`src/rtl/cv32e40p_x_mem_arbiter.sv`:
```
// cv32e40p_x_mem_arbiter: round-robin N-channel X-interface memory arbiter with in-order response routing.
// Define CV32E40P_X_MEM_ARB_PERF_EN to build the saturating grant-stall counter behind perf_stall_cnt_o.
module cv32e40p_x_mem_arbiter #(
  parameter int unsigned NUM_CH          = 2,
  parameter int unsigned ADDR_WIDTH      = 32,
  parameter int unsigned DATA_WIDTH      = 32,
  parameter int unsigned MAX_OUTSTANDING = 4
) (
  input  logic                               clk,
  input  logic                               rst_n,
  input  logic [NUM_CH-1:0]                  ch_req_valid_i,
  output logic [NUM_CH-1:0]                  ch_req_ready_o,
  input  logic [NUM_CH*ADDR_WIDTH-1:0]       ch_req_addr_i,
  input  logic [NUM_CH*2-1:0]                ch_req_type_i,
  input  logic [NUM_CH*DATA_WIDTH-1:0]       ch_req_wdata_i,
  input  logic [NUM_CH*(DATA_WIDTH/8)-1:0]   ch_req_be_i,
  output logic [NUM_CH-1:0]                  ch_rsp_valid_o,
  output logic [DATA_WIDTH-1:0]              ch_rsp_rdata_o,
  output logic                               ch_rsp_err_o,
  output logic                               mem_req_o,
  input  logic                               mem_gnt_i,
  output logic [ADDR_WIDTH-1:0]              mem_addr_o,
  output logic                               mem_we_o,
  output logic [1:0]                         mem_type_o,
  output logic [DATA_WIDTH-1:0]              mem_wdata_o,
  output logic [DATA_WIDTH/8-1:0]            mem_be_o,
  input  logic                               mem_rvalid_i,
  input  logic [DATA_WIDTH-1:0]              mem_rdata_i,
  input  logic                               mem_err_i,
  output logic [31:0]                        perf_stall_cnt_o
);

  localparam int unsigned CH_W  = (NUM_CH > 1) ? $clog2(NUM_CH) : 1;
  localparam int unsigned PTR_W = $clog2(MAX_OUTSTANDING);
  localparam int unsigned CNT_W = PTR_W + 1;
  localparam int unsigned BE_W  = DATA_WIDTH / 8;
  localparam logic [1:0]  TYPE_WRITE = 2'b01;

  logic [CH_W-1:0]  rr_ptr_r;
  logic [CH_W-1:0]  lock_ch_r;
  logic             lock_r;
  logic [CH_W-1:0]  sel_s;
  logic [CH_W-1:0]  cand_s;
  logic [CH_W-1:0]  head_ch_s;
  logic             any_sel_s;
  logic             full_s;
  logic             req_s;
  logic             grant_s;
  logic             rsp_fire_s;
  logic [CH_W-1:0]  fifo_mem_r [MAX_OUTSTANDING];
  logic [PTR_W-1:0] head_r;
  logic [PTR_W-1:0] tail_r;
  logic [CNT_W-1:0] count_r;

  // Select the locked channel, otherwise the first valid channel at or after rr_ptr_r.
  always_comb begin
    sel_s     = '0;
    cand_s    = '0;
    any_sel_s = 1'b0;
    if (lock_r) begin
      sel_s     = lock_ch_r;
      any_sel_s = ch_req_valid_i[lock_ch_r];
    end else begin
      for (int unsigned i = 0; i < NUM_CH; i++) begin
        cand_s    = CH_W'((32'(rr_ptr_r) + i) % NUM_CH);
        sel_s     = (!any_sel_s && ch_req_valid_i[cand_s]) ? cand_s : sel_s;
        any_sel_s = any_sel_s | ch_req_valid_i[cand_s];
      end
    end
  end

  // A full ID FIFO blocks new requests even when a response retires an entry this cycle.
  assign full_s     = (count_r == CNT_W'(MAX_OUTSTANDING));
  assign req_s      = any_sel_s & ~full_s;
  assign grant_s    = req_s & mem_gnt_i;
  assign rsp_fire_s = mem_rvalid_i & (count_r != CNT_W'(0));
  assign head_ch_s  = fifo_mem_r[head_r];

  assign mem_req_o   = req_s;
  assign mem_addr_o  = req_s ? ch_req_addr_i[32'(sel_s)*ADDR_WIDTH +: ADDR_WIDTH] : '0;
  assign mem_type_o  = req_s ? ch_req_type_i[32'(sel_s)*2 +: 2] : 2'b00;
  assign mem_we_o    = req_s & (mem_type_o == TYPE_WRITE);
  assign mem_wdata_o = req_s ? ch_req_wdata_i[32'(sel_s)*DATA_WIDTH +: DATA_WIDTH] : '0;
  assign mem_be_o    = req_s ? ch_req_be_i[32'(sel_s)*BE_W +: BE_W] : '0;

  // Decode the granted channel and the response owner into one-hot strobes.
  always_comb begin
    ch_req_ready_o = '0;
    ch_rsp_valid_o = '0;
    for (int unsigned k = 0; k < NUM_CH; k++) begin
      ch_req_ready_o[k] = grant_s & (sel_s == CH_W'(k));
      ch_rsp_valid_o[k] = rsp_fire_s & (head_ch_s == CH_W'(k));
    end
  end

  assign ch_rsp_rdata_o = rsp_fire_s ? mem_rdata_i : '0;
  assign ch_rsp_err_o   = rsp_fire_s & mem_err_i;

  // Round-robin pointer and lock: an ungranted request pins its channel until granted.
  always_ff @(posedge clk) begin
    if (!rst_n) begin
      rr_ptr_r  <= '0;
      lock_r    <= 1'b0;
      lock_ch_r <= '0;
    end else if (grant_s) begin
      rr_ptr_r  <= (sel_s == CH_W'(NUM_CH - 1)) ? CH_W'(0) : sel_s + CH_W'(1);
      lock_r    <= 1'b0;
    end else if (req_s) begin
      lock_r    <= 1'b1;
      lock_ch_r <= sel_s;
    end
  end

  // In-order ID FIFO of granted channels; pointers wrap naturally at the power-of-two depth.
  always_ff @(posedge clk) begin
    if (!rst_n) begin
      head_r  <= '0;
      tail_r  <= '0;
      count_r <= '0;
      for (int i = 0; i < MAX_OUTSTANDING; i++) begin
        fifo_mem_r[i] <= '0;
      end
    end else begin
      if (grant_s) begin
        fifo_mem_r[tail_r] <= sel_s;
        tail_r             <= tail_r + PTR_W'(1);
      end
      if (rsp_fire_s) begin
        head_r <= head_r + PTR_W'(1);
      end
      case ({grant_s, rsp_fire_s})
        2'b10:   count_r <= count_r + CNT_W'(1);
        2'b01:   count_r <= count_r - CNT_W'(1);
        default: count_r <= count_r;
      endcase
    end
  end

`ifdef CV32E40P_X_MEM_ARB_PERF_EN
  logic [31:0] stall_cnt_r;

  // Saturating count of cycles where a request waits for grant.
  always_ff @(posedge clk) begin
    if (!rst_n) begin
      stall_cnt_r <= 32'h0;
    end else if (req_s && !mem_gnt_i && (stall_cnt_r != 32'hFFFF_FFFF)) begin
      stall_cnt_r <= stall_cnt_r + 32'h1;
    end
  end

  assign perf_stall_cnt_o = stall_cnt_r;
`else
  assign perf_stall_cnt_o = 32'h0;
`endif

endmodule
```
`config.mk`:
```
export PLATFORM = sky130hd
export DESIGN_NAME = cv32e40p_x_mem_arbiter
export DESIGN_NICKNAME = d
export VERILOG_FILES = /design/src/rtl/cv32e40p_x_mem_arbiter.sv
export SDC_FILE = /design/constraint.sdc
export NUM_CORES = 1
export LEC_CHECK = 0
export CORE_AREA = 5 5 122 124
export CTS_CLUSTER_SIZE = 10
export DETAILED_ROUTE_END_ITERATION = 10
export DIE_AREA = 0 0 127 129
export PLACE_DENSITY_LB_ADDON = 0.2
export SYNTH_ARGS = -nofsm -noshare
export SYNTH_HDL_FRONTEND = slang
export SYNTH_SLANG_ARGS = --single-unit
```
`constraint.sdc`:
```
create_clock -name clk -period 3.06 [get_ports clk]
set_clock_uncertainty 0.2 [all_clocks]
set_input_delay 0.612 -clock clk [delete_from_list [all_inputs] [get_ports clk]]
set_output_delay 0.612 -clock clk [all_outputs]
set_load 0.05 [all_outputs]
```
== After elaboration in Yosys (flattened, before gate mapping) ==
Memory sizes are Yosys's and may differ from the RTL's. A register that Yosys moved wholly into a read port is not among the register bits.
Index checks and enable logic that the tools add are counted.
Storage, ports and cells
  bits in registers: 10
  output and inout port bits: 141
  memories: 1
  word-level logic and storage cells: 72
  bits of input ports: 179
  memory bits (writable): 4
Cells by class
  shifts and indexed selects: 4
  order comparisons: 3
  $add $sub $neg: 6
  eq/ne operators: 4
  bitwise logic cells: 15
  mux-type cells: 26
  reduce and logical (&&, ||, !) cells: 7
Memories
  fifo_mem_r: words 4, width 1, read ports 1, clocked after Yosys merged registers in 1, write ports 4, line 50  | logic [CH_W-1:0] fifo_mem_r [MAX_OUTSTANDING];
Operators with widths (count)
  64-bit by 7-bit variable part select with 32-bit output: 2
  32-bit two-way mux: 3
  1-bit two-way mux: 17
  1-bit AND: 9
  2-bit two-way mux: 4
  8-bit by 4-bit variable part select with 4-bit output: 1
  1-bit by 2-bit < comparator with 1-bit output, second input constant: 3
  3-bit case mux with 2 select lines: 1
  1-bit NOT: 5
  2-bit by 1-bit adder with 2-bit output, second input constant: 2
  2-bit by 1-bit == test with 1-bit output, second input constant: 2
  4-bit two-way mux: 1
  4-bit by 3-bit variable part select with 2-bit output: 1
  3-bit by 1-bit adder with 3-bit output, second input constant: 1
  3-bit == test, second input constant: 1
  3-bit nonzero test: 1
  3-bit by 1-bit subtractor with 3-bit output, second input constant: 1
  1-bit adder, second input constant: 2
  2-bit == test, second input constant: 1
  2-bit AND reduction: 1
  2-bit nonzero test: 1
  2-bit OR reduction: 1
  1-bit logical AND: 1
  1-bit logical NOT: 1
  other kinds (2): 2

== Logic depth before layout (Yosys ltp) ==
Gate-level depths: netlist of run 1.
  word-level depth: 12
  gate-level depth with buffers: 10
  gate-level depth less buffers: 10

== Worst setup path after synthesis of run 1 ==
No wires, ideal clock.
  path kind: in2out
  from: in ch_req_valid_i[1]
  to: out ch_req_ready_o[0]
  stages on the path: 5
  required time: 2248 ps
  setup slack: -79 ps
  arrival: 2327 ps
  cells stage by stage: mux2i_1 > a221o_1 > inv_1 > nand2_1 > nor2_1
Between the ends
  elaborated cells on any way between the ends: 17
  those cells by class: 10 x mux; 5 x bitwise; 2 x reduce/logical
RTL lines
  start, declared: line 11  | input logic [NUM_CH-1:0] ch_req_valid_i,
  1-bit two-way mux (implied by the code) (2 in series): line 67  | any_sel_s = any_sel_s | ch_req_valid_i[cand_s];
  1-bit OR: line 67
  1-bit two-way mux (*): line 60  | if (lock_r) begin
  1-bit AND (*): line 74  | assign req_s = any_sel_s & ~full_s;
  via mem_req_o: line 20  | output logic mem_req_o,
  1-bit AND (*): line 75  | assign grant_s = req_s & mem_gnt_i;
  1-bit AND (*): line 91  | ch_req_ready_o[k] = grant_s & (sel_s == CH_W'(k));
  end, declared: line 12  | output logic [NUM_CH-1:0] ch_req_ready_o,
The timed path passes the listed nets; every way through them passes the cells marked *. The select of a mux whose other input is x is not followed.

== Worst setup path in the final report of run 1 ==
  from: in ch_req_valid_i[0]
  to: out mem_we_o
Between the ends
  cells in the longest elaborated chain, start to end: 10
  elaborated cells on any way between the ends: 18
  those cells by class: 1 x eq/ne; 1 x shift; 11 x mux; 3 x bitwise; 2 x reduce/logical
Ends and longest elaborated chain
  1-bit two-way mux (implied by the code) (2 in series): line 66, 67
  1-bit logical NOT: line 66  | sel_s = (!any_sel_s && ch_req_valid_i[cand_s]) ? cand_s : sel_s;
  1-bit logical AND: line 66
  1-bit two-way mux: line 66
  1-bit two-way mux: line 60
  4-bit by 3-bit variable part select with 2-bit output: line 81  | assign mem_type_o = req_s ? ch_req_type_i[32'(sel_s)*2 +: 2] : 2'b00;
  2-bit two-way mux: line 81
  2-bit by 1-bit == test with 1-bit output: line 82  | assign mem_we_o = req_s & (mem_type_o == TYPE_WRITE);
  1-bit AND (*): line 82
  end, declared: line 23  | output logic mem_we_o,
Every way passes the cells marked *; elsewhere a longest branch is shown, timed or not. The select of a mux whose other input is x is not followed.

==> run summary, run 1 <==
status: finished clean
Initial Util: 16.3%
area leader, netlist: nand2_1
synthesized flop and latch total: 16
syn avg cell area: 5.74 um^2
clock root cell: clkbuf_16
ANT cells: 0
CP peak stage delay: 270 ps
area share of fa/ha/maj cells after synthesis: 1.46%
maximum fanout along the worst path: 6
core area: 13700 um^2
worst hold-check path type: reg -> reg
number of synthesized flops with an enable pin: 1
Final Non-Filler Cells: 853
drt pass-1 iters: 4
die boundary height: 129 um
area grow syn2layout: 209%
initial antenna violation count: 0
top cells by count, synth: nand2_1, a21oi_1, and2_1
port bufs: 287
Ports: 320
Syn Std Cell Area: 2230 um^2
Hold WS: 276 ps
Die Wd: 127 um
pwr/cell area: 673 nW/um^2
GR Overflow Total: 0
setup tns final: 0 ps
Mapped Cells: 389
data required time of the critical path: 2250 ps
largest net degree at the start of global routing: 47
multi-input logic area: 1910 um^2
fin nets: 855
ys flop type: dfxtp_1
Worst path slowest cell: dlygate4sd2_1
post-synthesis simple-gate area fraction: 40.6%
largest family of logic cells by synthesized area: simple AND/OR/NAND/NOR gates
H-tree depth: 1
critical path type: in -> out
register area: 330 um^2
Total GRT Usage: 15.5%
share of the synthesized area in the top cell type: 25.7%
Pleak: 2.83 nW
Final Routed Wirelength: 13600 um
CP arrival: 2150 ps
unrepaired setup endpoints after global routing: false
ys async rst share: 0%
Yosys cell types: 32
post-place setup slack: -135 ps
Hold Vio Cnt, Final: 0
layout cells sized above 1: 30.9%
vias in the first global route: 3774
Total Power: 4.65 mW
vias per inst: 4.14
Synth Area in XOR/XNOR: 1.57%
clk_lat worst skew: 250 ps
peak supply drop: 0.229 mV
Final Cycle Share: 96.8%
wire per inst: 16.0 um
Startpoint Class: input pin
# fillers: 1292
Reg clk slew, reported paths: 50 ps
dpl cells: 841
Antenna Violating Nets Remaining: 0
clock buffer depth: 2
synth top area cells: nand2_1, a21oi_1, dfxtp_1
Peak Freq: 338 MHz
DR DRC count: 0
CTS tree: done
row cnt: 43
Synth warnings: 0
compound-gate portion of the synthesized area: 20.8%
post-DP HPWL: 10900 um
clk sinks: 16
FF-to-FF setup slack: 520 ps
sequential area share after synthesis: 14.8%
gpl congestion: 0.811
detailed router's first-iteration violation count: 87
first-pass GRT wire length: 20300 um
TritonCTS buffer count: 3
max-cap violations: 0
Final min period: 2960 ps
Pins Over Slew Limit: 0
final setup fails: 0
worst slew pin tran: 584 ps
Die ar.: 16400 um^2
most frequent cell after synthesis: nand2_1
Vias: 3531
Setup crit end kind: output pin
mux contribution to synthesized area: 3.70%
post-route setup slack: 98.1 ps
slew margin rel.: 61.0%
crit-path cells: dlygate4sd2_1 -> nor2b_4 -> o31ai_4 -> buf_6 -> bufbuf_16 -> nand3b_1 -> a21oi_2 -> buf_12
==> timing repair <==
item | 4_1_cts | 5_1_grt
buffers inserted | 4 | 0
resized for setup | 38 | 0
endpoints found under the setup margin | 73 | 0
hold buffers | 0 | 0
==> layout make-up <==
| cell class | instances | share of cell area [%] |
|---|---|---|
| clock buffers | 4 | 1.29 |
| well taps | 180 | 3.26 |
| flip-flops and latches | 16 | 4.78 |
| inverters | 5 | 0.272 |
| repair buffers | 311 | 62.7 |
| multi-input cells | 337 | 27.7 |
==> per-layer routing <==
layer	vias to the layer above	routed length [um]	track usage, %
li1	1753	-	-
met1	1618	5010	17.5
met2	154	7530	29.6
met3	6	986	3.74
met4	0	104	2.78
met5	-	0	0
==> power breakdown <==
group          switching [mW]  leakage [nW]  internal [mW]  total, mW
Combinational            2.21          2.66           1.86       4.07
Clock                  0.0815        0.0442          0.198      0.280
Sequential             0.0427         0.133          0.256      0.299
==> placed cells by master (no fill, tap or decap), types with 2 or more instances in the layout <==
cell / instances
a21boi_0: 2
a21oi_1: 8
a21oi_2: 65
and2_1: 39
buf_12: 117
buf_16: 2
buf_4: 11
bufbuf_16: 2
clkbuf_16: 3
clkdlybuf4s50_1: 176
conb_1: 32
dfxtp_1: 15
dlygate4sd2_1: 2
inv_1: 4
mux2i_1: 6
nand2_1: 153
nand3b_1: 2
nor2_1: 5
o21ai_0: 4
or3_1: 2
xnor2_1: 2
xor2_1: 2
==> critical path: cells and delay by family <==
kind	cells	cell delay [ps]
buffers and inverters	4	860
AOI/OAI and AO/OA	2	420
and+or+nand+nor	2	250
==> path summary, 6_finish.rpt <==
kind | from | to | depth (start not counted)
hold / removal | fifo_mem_r[0]$_DFF_P_ | fifo_mem_r[0]$_DFF_P_ | 2
setup reg to reg | lock_ch_r$_SDFFE_PN0P_ | count_r[2]$_SDFFE_PN0P_ | 10
setup / recovery | ch_req_valid_i[0] | mem_we_o | 8
hold reg to reg | fifo_mem_r[0]$_DFF_P_ | fifo_mem_r[0]$_DFF_P_ | 2
==> cell families (layout without fill, tap and decap cells) <==
family / count (synthesis) / after routing
simple gates: 207 / 207
compound gates: 85 / 85
buf+inv: 67 / 320
flops: 16 / 16
mux: 7 / 7
xor+xnor: 4 / 4
fa+ha+maj: 2 / 2
other cells: 1 / 32
==> per-stage QoR <==
| step | util [%] | instance area [um^2] |
|---|---|---|
| floorplan | - | 2500 |
| global placement | 47.7 | 6520 |
| detailed placement | 47.7 | 6520 |
| CTS | 50.6 | 6910 |
| global route | 50.6 | 6910 |
| finish | 50.6 | 6910 |
(Power assumes the default switching activity.)
==> run 2, diff against run 1 <==
--- a/config.mk
+++ b/config.mk
@@ -5,11 +5,12 @@
 export SDC_FILE = /design/constraint.sdc
 export NUM_CORES = 1
 export LEC_CHECK = 0
-export CORE_AREA = 5 5 122 124
+export CORE_AREA = 5 5 120 122
 export CTS_CLUSTER_SIZE = 10
 export DETAILED_ROUTE_END_ITERATION = 10
-export DIE_AREA = 0 0 127 129
+export DIE_AREA = 0 0 125 127
 export PLACE_DENSITY_LB_ADDON = 0.2
+export SLEW_MARGIN = 20
 export SYNTH_ARGS = -nofsm -noshare
 export SYNTH_HDL_FRONTEND = slang
 export SYNTH_SLANG_ARGS = --single-unit
==> constraint.sdc (replaced) <==
create_clock -name clk -period 3.8 [get_ports clk]
set_clock_uncertainty 0.2 [all_clocks]
set_input_delay 0.76 -clock clk [delete_from_list [all_inputs] [get_ports clk]]
set_output_delay 0.76 -clock clk [all_outputs]
set_load 0.05 [all_outputs]
==> run summary, run 2 (synthesis results as in run 1) <==
status: finished clean
port bufs: 287
TritonCTS buffer count: 3
gpl congestion: 0.883
Final Cycle Share: 94.3%
final setup fails: 0
critical path type: in -> out
clk_lat worst skew: 250 ps
row cnt: 42
Startpoint Class: input pin
peak supply drop: 0.225 mV
Pleak: 2.65 nW
CTS tree: done
Total GRT Usage: 14.7%
Hold WS: 270 ps
setup tns final: 0 ps
Die ar.: 15900 um^2
CP arrival: 2620 ps
slew margin rel.: 63.4%
CP dominant cell by count: buf_12
H-tree depth: 1
Initial Util: 17.1%
post-cts resize count: 0
fin nets: 838
Finished Cell Area: 6340 um^2
Final Routed Wirelength: 13000 um
worst hold-check path type: reg -> reg
Hold Vio Cnt, Final: 0
# fillers: 1245
post-place setup slack: 242 ps
detailed router's first-iteration violation count: 167
unrepaired setup endpoints after global routing: false
Final min period: 3580 ps
power share of the clock group: 6.5%
Setup crit end kind: output pin
post-DP HPWL: 10800 um
Internal Dissipation: 1.71 mW
crit-path cells: clkdlybuf4s50_1 -> inv_1 -> o31ai_4 -> buf_12 -> nand2_1 -> a21oi_1 -> buf_12
vias in the first global route: 3382
multi-input logic area: 1640 um^2
layout cells sized above 1: 18.9%
area grow syn2layout: 184%
first-pass GRT wire length: 19200 um
most frequent cells in the layout: clkdlybuf4s50_1, nand2_1, buf_12, a21oi_1, and2_1
Pins Over Slew Limit: 0
clock buffer depth: 2
Die Wd: 125 um
Final Non-Filler Cells: 832
Sw Ratio: 50.9%
Peak Freq: 279 MHz
drt pass-1 iters: 5
Placed Area: 6250 um^2
hold buffers post-CTS: 0
post-route setup slack: 215 ps
Comb pwr share: 86.7%
DR DRC count: 0
Post-CTS Setup Inserts: 0
sequential share of power: 6.8%
GR Overflow Total: 0
Sw Pwr: 1.78 mW
data required time of the critical path: 2840 ps
core area: 13100 um^2
Vias: 3407
worst slew pin tran: 547 ps
wire per inst: 15.6 um
commonest non-fill, non-tap cell in the layout: clkdlybuf4s50_1
largest net degree at the start of global routing: 74
max-cap violations: 0
register area: 330 um^2
vias per inst: 4.09
ANT cells: 0
initial antenna violation count: 0
Worst path slowest cell: clkdlybuf4s50_1
CP peak stage delay: 500 ps
die boundary height: 127 um
dpl cells: 828
clk sinks: 16
clock root cell: clkbuf_16
pwr/cell area: 550 nW/um^2
Ports: 320
Antenna Violating Nets Remaining: 0
Reg clk slew, reported paths: 50 ps
maximum fanout along the worst path: 73
==> run 2: cell types whose count changed in the layout (fill, tap and decap cells not counted), moves of 2 or more <==
cell / before / now
dlygate4sd2_1: 2 / 0
bufbuf_16: 2 / 0
buf_16: 2 / 0
buf_12: 117 / 111
clkdlybuf4s50_1: 176 / 178
buf_4: 11 / 5
a21oi_2: 65 / 0
a21oi_1: 8 / 73
==> run 2: metrics by stage <==
step / power [mW] / util, %
detailed placement: 3.30 / 47.8
floorplan: 1.76 / -
CTS: 3.53 / 48.5
finish: 3.49 / 48.5
global route: 3.64 / 48.5
global placement: 3.27 / 47.8
==> run 2: power groups by stage <==
stage	sequential (mW)	clock, mW	combinational (mW)
floorplan	0.232	0	1.53
global placement	0.238	0	3.03
detailed placement	0.241	0	3.06
CTS	0.237	0.232	3.06
global route	0.242	0.241	3.16
finish	0.237	0.226	3.03
==> run 2: worst paths after layout <==
kind,to,slack [ps],start,depth (start not counted)
worst max-delay path,mem_wdata_o[3],220,ch_req_valid_i[1],7
worst min-delay path,rr_ptr_r$_SDFFE_PN0P_,270,rr_ptr_r$_SDFFE_PN0P_,2
worst max register to register,count_r[2]$_SDFFE_PN0P_,1150,lock_ch_r$_SDFFE_PN0P_,10
worst min register to register,rr_ptr_r$_SDFFE_PN0P_,270,rr_ptr_r$_SDFFE_PN0P_,2
==> run 2: final cells by class <==
class	instances	area share (%)
multi-input cells	337	25.9
well taps	176	3.47
inverters	5	0.296
repair buffers	294	63.7
clock buffers	4	1.40
flip-flops and latches	16	5.21
==> run 2: worst max-delay path: cells and delay by family <==
kind,cells,cell delay (ps)
compound gates,2,600
buf+inv,4,1100
simple gates,1,100
==> run 2: per-layer routing <==
layer  vias to the layer above  wire (um)  GRT usage [%]
met2                       161       6850           27.2
li1                       1718          -              -
met5                         -          0              0
met3                        10        955           3.71
met4                         0        153           2.81
met1                      1518       5050           17.4
